--- src/rtl/hazard_pkg.sv ---
// Shared constants for the pipeline hazard stall/flush controller.
package hazard_pkg;

    localparam int REG_ADDR_W = 5;
    localparam logic [REG_ADDR_W-1:0] X0 = '0;
    localparam int MULDIV_LAT_DEF = 4;

endpackage

--- src/rtl/hazard_muldiv_ctr.sv ---
// Tracks a multi-cycle mul/div occupying execute and raises the stall
// for every cycle except its last.
module hazard_muldiv_ctr
    import hazard_pkg::*;
#(
    parameter int MULDIV_LAT = MULDIV_LAT_DEF,
    parameter int CNT_W      = $clog2(MULDIV_LAT + 1)
) (
    input  logic clk,
    input  logic rst_n,
    input  logic MulDivStartCH,
    output logic mdstall,
    output logic busy
);

    localparam logic              LAT_GT1  = (MULDIV_LAT > 1);
    localparam logic [CNT_W-1:0]  LOAD_VAL = CNT_W'(MULDIV_LAT - 1);
    localparam logic [CNT_W-1:0]  CNT_ONE  = CNT_W'(1);

    logic [CNT_W-1:0] cnt_q, cnt_d;
    logic             idle;

    assign idle = (cnt_q == '0);

    always_comb begin
        cnt_d = cnt_q;
        if (!idle) begin
            cnt_d = cnt_q - CNT_ONE;
        end else if (MulDivStartCH && LAT_GT1) begin
            cnt_d = LOAD_VAL;
        end
    end

    always_ff @(posedge clk or negedge rst_n) begin
        if (!rst_n) begin
            cnt_q <= '0;
        end else begin
            cnt_q <= cnt_d;
        end
    end

    // The last occupancy cycle (cnt==1) does not stall: the op leaves C on that edge.
    assign mdstall = (MulDivStartCH && idle && LAT_GT1) || (cnt_q > CNT_ONE);
    assign busy    = !idle;

endmodule

--- src/rtl/hazard_stall.sv ---
// Stall/flush controller for load-use, taken branch and mul/div occupancy.
// Mul/div tracking is compiled in only when HAZARD_MULDIV_EN is defined.
module hazard_stall
    import hazard_pkg::*;
#(
    parameter int MULDIV_LAT = MULDIV_LAT_DEF,
    parameter int CNT_W      = $clog2(MULDIV_LAT + 1)
) (
    input  logic                  clk,
    input  logic                  rst_n,
    input  logic [REG_ADDR_W-1:0] Rs1BH,
    input  logic [REG_ADDR_W-1:0] Rs2BH,
    input  logic [REG_ADDR_W-1:0] RdCH,
    input  logic                  MemReadCH,
    input  logic                  PCSrcCH,
    input  logic                  MulDivStartCH,
    output logic                  StallAH,
    output logic                  StallBH,
    output logic                  StallCH,
    output logic                  FlushBH,
    output logic                  FlushCH,
    output logic                  FlushDH,
    output logic                  MulDivBusyH
);

    logic loaduse;
    logic mdstall;
    logic md_busy;

    assign loaduse = MemReadCH && (RdCH != X0) && ((RdCH == Rs1BH) || (RdCH == Rs2BH));

`ifdef HAZARD_MULDIV_EN
    hazard_muldiv_ctr #(
        .MULDIV_LAT (MULDIV_LAT),
        .CNT_W      (CNT_W)
    ) u_muldiv_ctr (
        .clk           (clk),
        .rst_n         (rst_n),
        .MulDivStartCH (MulDivStartCH),
        .mdstall       (mdstall),
        .busy          (md_busy)
    );
`else
    logic unused_md;
    assign unused_md = &{1'b0, clk, MulDivStartCH};
    assign mdstall   = 1'b0;
    assign md_busy   = 1'b0;
`endif

    // A mul/div in C outranks the branch: the branch is re-evaluated once the op completes.
    always_comb begin
        StallAH = 1'b0;
        StallBH = 1'b0;
        StallCH = 1'b0;
        FlushBH = 1'b0;
        FlushCH = 1'b0;
        FlushDH = 1'b0;
        if (!rst_n) begin
            StallAH = 1'b0;
        end else if (mdstall) begin
            StallAH = 1'b1;
            StallBH = 1'b1;
            StallCH = 1'b1;
            FlushDH = 1'b1;
        end else if (PCSrcCH) begin
            FlushBH = 1'b1;
            FlushCH = 1'b1;
        end else if (loaduse) begin
            StallAH = 1'b1;
            StallBH = 1'b1;
            FlushCH = 1'b1;
        end
    end

    assign MulDivBusyH = md_busy && rst_n;

endmodule

--- config.mk ---
export PLATFORM = sky130hd
export DESIGN_NAME = hazard_stall
export DESIGN_NICKNAME = d
export VERILOG_FILES = /design/src/rtl/hazard_pkg.sv /design/src/rtl/hazard_muldiv_ctr.sv /design/src/rtl/hazard_stall.sv
export SDC_FILE = /design/constraint.sdc
export NUM_CORES = 1
export LEC_CHECK = 0
export BUFFER_PORTS_ARGS = -buffer_cell sky130_fd_sc_hd__buf_2
export CAP_MARGIN = 20
export CORE_AREA = 5 5 42 44
export DETAILED_ROUTE_END_ITERATION = 10
export DIE_AREA = 0 0 47 49
export PLACE_DENSITY_LB_ADDON = 0.2
export SLEW_MARGIN = 30
export SYNTH_ARGS = -nofsm -noshare
export SYNTH_HDL_FRONTEND = slang
export SYNTH_SLANG_ARGS = --single-unit
export TNS_END_PERCENT = 5
--- constraint.sdc ---
create_clock -name vclk -period 2.87
set_input_delay 0.4305 -clock vclk [all_inputs]
set_output_delay 0.4305 -clock vclk [all_outputs]
set_load 0.1 [all_outputs]
* Yosys cells after proc, flatten, opt, wreduce, memory -nomap -nowiden
Index checks and enable logic that the tools add are counted.
Storage, ports and cells: output and inout port bits 7, RAM bits 0, logic and storage cells 13, bits in read-only memories 0, flip-flop bits (word level) 0, memories 0, latch bits 0
Operators by class: mux-type cells 7, eq/ne operators 2, div/mod/pow operators 0, bitwise operators 0, add/subtract/negate cells 0, $lt $le $gt $ge 0, shift-type cells 0, reduce and logical (&&, ||, !) cells 4, $mul 0
Operators by type and width (count):
- $eq A5 B5 Y1 | 2
- $mux W1 | 7
- $reduce_bool A5 Y1 | 1
- $logic_and A1 B1 Y1 | 2
- $logic_or A1 B1 Y1 | 1

* Longest topological paths before layout
depth after elaboration 6, gate-level depth with buffers 5

* Worst setup path before layout
OpenSTA, ideal clock, no wires.
path kind input to output, from in RdCH[2], to out StallBH, stages on the path 5, path slack -1.114 ns, arrival time 3.554 ns, cells stage by stage xor2_1 -> nor3_1 -> a22oi_1 -> nor3_1 -> buf_4
On the way: longest elaborated chain between the ends 6, elaborated cells on any way between the ends 9, those cells by class eq/ne: 2; mux: 3; reduce/logical: 4
Ends and longest elaborated chain:
- start, declared | RTL line hazard_stall.sv:13 | input logic [REG_ADDR_W-1:0] RdCH,
- $eq A5 B5 Y1 or $reduce_bool A5 Y1 (tied branches) | RTL line hazard_stall.sv:30 | assign loaduse = MemReadCH && (RdCH != X0) && ((RdCH == Rs1BH) || (RdCH == Rs2BH));
- $logic_or A1 B1 Y1 or $logic_and A1 B1 Y1 (tied branches) | RTL line hazard_stall.sv:30
- $logic_and A1 B1 Y1 * | RTL line hazard_stall.sv:30
- $mux W1 * (3 in a row)
- end, declared | RTL line hazard_stall.sv:18 | output logic StallBH,
Every way passes the cells marked *; elsewhere a longest branch is shown, timed or not.

* Worst setup path after layout
from in RdCH[3], to out FlushCH
On the way: longest elaborated chain between the ends 6, elaborated cells on any way between the ends 9, those cells by class eq/ne: 2; mux: 3; reduce/logical: 4
Ends and longest elaborated chain:
- $eq A5 B5 Y1 or $reduce_bool A5 Y1 (tied branches) | RTL line hazard_stall.sv:30
- $logic_or A1 B1 Y1 or $logic_and A1 B1 Y1 (tied branches) | RTL line hazard_stall.sv:30
- $logic_and A1 B1 Y1 * | RTL line hazard_stall.sv:30
- $mux W1 * | RTL line hazard_stall.sv:68 | end else if (loaduse) begin
- $mux W1 * | RTL line hazard_stall.sv:65 | end else if (PCSrcCH) begin
- $mux W1 * | RTL line hazard_stall.sv:58 | if (!rst_n) begin
- end, declared | RTL line hazard_stall.sv:21 | output logic FlushCH,
Marks and branches as above.

==> summary.log <==
INFO  synthesis      post_synthesis_simple_gate_area_fraction=0.196
INFO  critical_path  critical_path_required=2440ps
INFO  route          route.detailed.wl_per_inst=10.1um
INFO  layout         drive_above_1_share=0.533
INFO  synthesis      post_synth_fa_ha_maj_area_fraction=0
INFO  layout         n_fill_cell=172
INFO  floorplanning  ioPinCount=27
INFO  grt            antenna_found_initial=0
INFO  critical_path  worst-path-max-fanout=3
INFO  grt            grt_usage=0.0478
INFO  power          cellPowerDensity=223mW/mm^2
INFO  synthesis      synth.yosys.warnings=0
INFO  layout         areaGrowthSynthToFinish=64.2%
INFO  place          finalWeightedCongestion=0.698
INFO  synthesis      synthesis.area_per_instance=7.41um^2
INFO  route          vias=221
INFO  run_status     status=finished clean
INFO  sta            fmax=466MHz
INFO  layout         seq_area=0um^2
INFO  synthesis      syn_area=185um^2
INFO  synthesis      dominant_combinational_cell_family_by_area_after_synthesis=XOR/XNOR gates
INFO  layout         most_common_cell_after_layout_fill_and_taps_aside=sky130_fd_sc_hd__buf_2
INFO  grt            grt_overflow_total=0
INFO  layout         highest_count_cells_in_the_layout_ignoring_fill_and_taps=sky130_fd_sc_hd__buf_2, sky130_fd_sc_hd__xor2_1, sky130_fd_sc_hd__conb_1, sky130_fd_sc_hd__nor3_1, sky130_fd_sc_hd__nor2_1
INFO  floorplanning  row_count=14
INFO  clocking       cts_setup_buffers=0
INFO  route          drt_first_iter_violations=2
INFO  floorplanning  fp.dieArea=0.00230mm^2
INFO  layout         final_util=0.217
INFO  clocking       hold_fix_buffer_count_after_cts=0
INFO  critical_path  critPathMaxStageDelay=550ps
INFO  worst_hold_path worst_hold_path_type=in2out
INFO  sta            hold_viol_final=0
INFO  synthesis      ys_types=10
INFO  route          route.antenna.remaining_nets=0
INFO  route          drtPass1Iterations=2
INFO  sta            final.period_utilization=0.748
INFO  place          placedInstanceArea=304um^2
INFO  route          finalWirelength=616um
INFO  critical_path  worst_path_max_delay_cell=sky130_fd_sc_hd__or4_1
INFO  critical_path  worst-endpoint-arrival=1720ps
INFO  critical_path  cp.buffers_inverters=2
INFO  floorplanning  die_height=49um
INFO  grt            grt_first_pass_wirelength=869um
INFO  synthesis      synth_area_in_compound_gates=0.149
INFO  sta            setup_violations=0
INFO  critical_path  timing.critical_path.to_type=output port
INFO  synthesis      share_of_synthesized_area_spent_on_multiplexers=0
INFO  power          total_leakage_power=0.000167uW
INFO  critical_path  critPathKind=in2out
INFO  grt            grt_start_max_net_pins=4
INFO  floorplanning  start_util=0.132
INFO  sta            slew_viol_final=0
INFO  critical_path  timing.critical_path.cells=buf_2 > or4_1 > o211ai_2 > o21bai_1 > buf_2
INFO  synthesis      post_syn_instances=25
INFO  floorplanning  dieWidth=47um
INFO  route          viasPerCell=3.62
INFO  job            timing.max_cap.violations=0
INFO  clocking       cts-resized-gates=0
INFO  layout         clockBufferCount=0
INFO  floorplanning  core_area=0.00140mm^2
INFO  layout         seq_cells=0
INFO  critical_path  critical_path.startpoint_type=input port
INFO  sta            fin_crit=2150ps
INFO  sta            rsz_0062_raised_after_global_routing=no
INFO  critical_path  cell_type_with_the_highest_occurrence_count_on_the_critical_path=sky130_fd_sc_hd__buf_2
INFO  grt            grt_pass1_vias=218
INFO  synthesis      yosysSeqAreaShare=0
INFO  place          detailed_place_hpwl=570um
INFO  route          drcViolationCount=0
INFO  power          ir_worst_vdd=0.0775mV
INFO  layout         final_area=304um^2
INFO  layout         final_net_count=67
INFO  sta            fin_setup_tns=0ps
INFO  layout         antennaDiodeCount=0
INFO  synthesis      synth_xor_xnor_area_share=0.473
INFO  place          io_buffer_count=22
INFO  critical_path  timing.critical_path.max_delay_family=simple AND/OR/NAND/NOR gates
## report_power, final
group / internal (uW) / leakage (uW) / switching [uW]
combinational: 19.1 / 0.000167 / 48.7
clock: 0 / 0 / 0
sequential: 0 / 0 / 0
total: 19.1 / 0.000167 / 48.7
## cells in the mapped netlist
cell type                  number  area (um^2)
sky130_fd_sc_hd__or4_1          1         7.51
sky130_fd_sc_hd__o211ai_2       1         12.5
sky130_fd_sc_hd__and2_1         1         6.26
sky130_fd_sc_hd__conb_1         1         3.75
sky130_fd_sc_hd__o21bai_1       1         7.51
sky130_fd_sc_hd__nor3_1         3         15.0
sky130_fd_sc_hd__a22oi_1        1         7.51
sky130_fd_sc_hd__buf_4          4         30.0
sky130_fd_sc_hd__nor2_1         2         7.51
sky130_fd_sc_hd__xor2_1        10         87.6
## cell type report
cell class,instances,area [um^2],share of cell area
multi-input combinational,23,174,0.572
tap,16,20.0,0.0658
timing repair buffer,22,110,0.362
## stage by stage
stage	setup WS [ps]	cells	power (uW)	hold slack [ps]
after floorplan	104	27	50.2	972
after global placement	712	61	67.9	1300
after detailed placement	704	61	67.8	1300
after CTS	696	61	68.2	1300
after global routing	604	61	72.1	1310
final	722	61	67.7	1290
## cell families (layout without fill, tap and decap cells)
kind of cell,Yosys count,in the layout
xor gates and xnor gates,10,10
buffers and inverters,4,22
AOI/OAI and AO/OA,3,3
and+or+nand+nor,7,7
other,1,3
## final timing paths
path  startpoint       to  slack (ps)  cells after the start
max      RdCH[3]  FlushCH         720                      5
min      PCSrcCH  StallBH        1290                      3
## metal layers
layer / global-route usage / part of all wire
met5: 0 / 0
met4: 0 / 0
met3: 0.0111 / 0.22
met2: 0.0566 / 0.28
met1: 0.0871 / 0.50
Note: power is estimated with default switching activity, not from simulation.
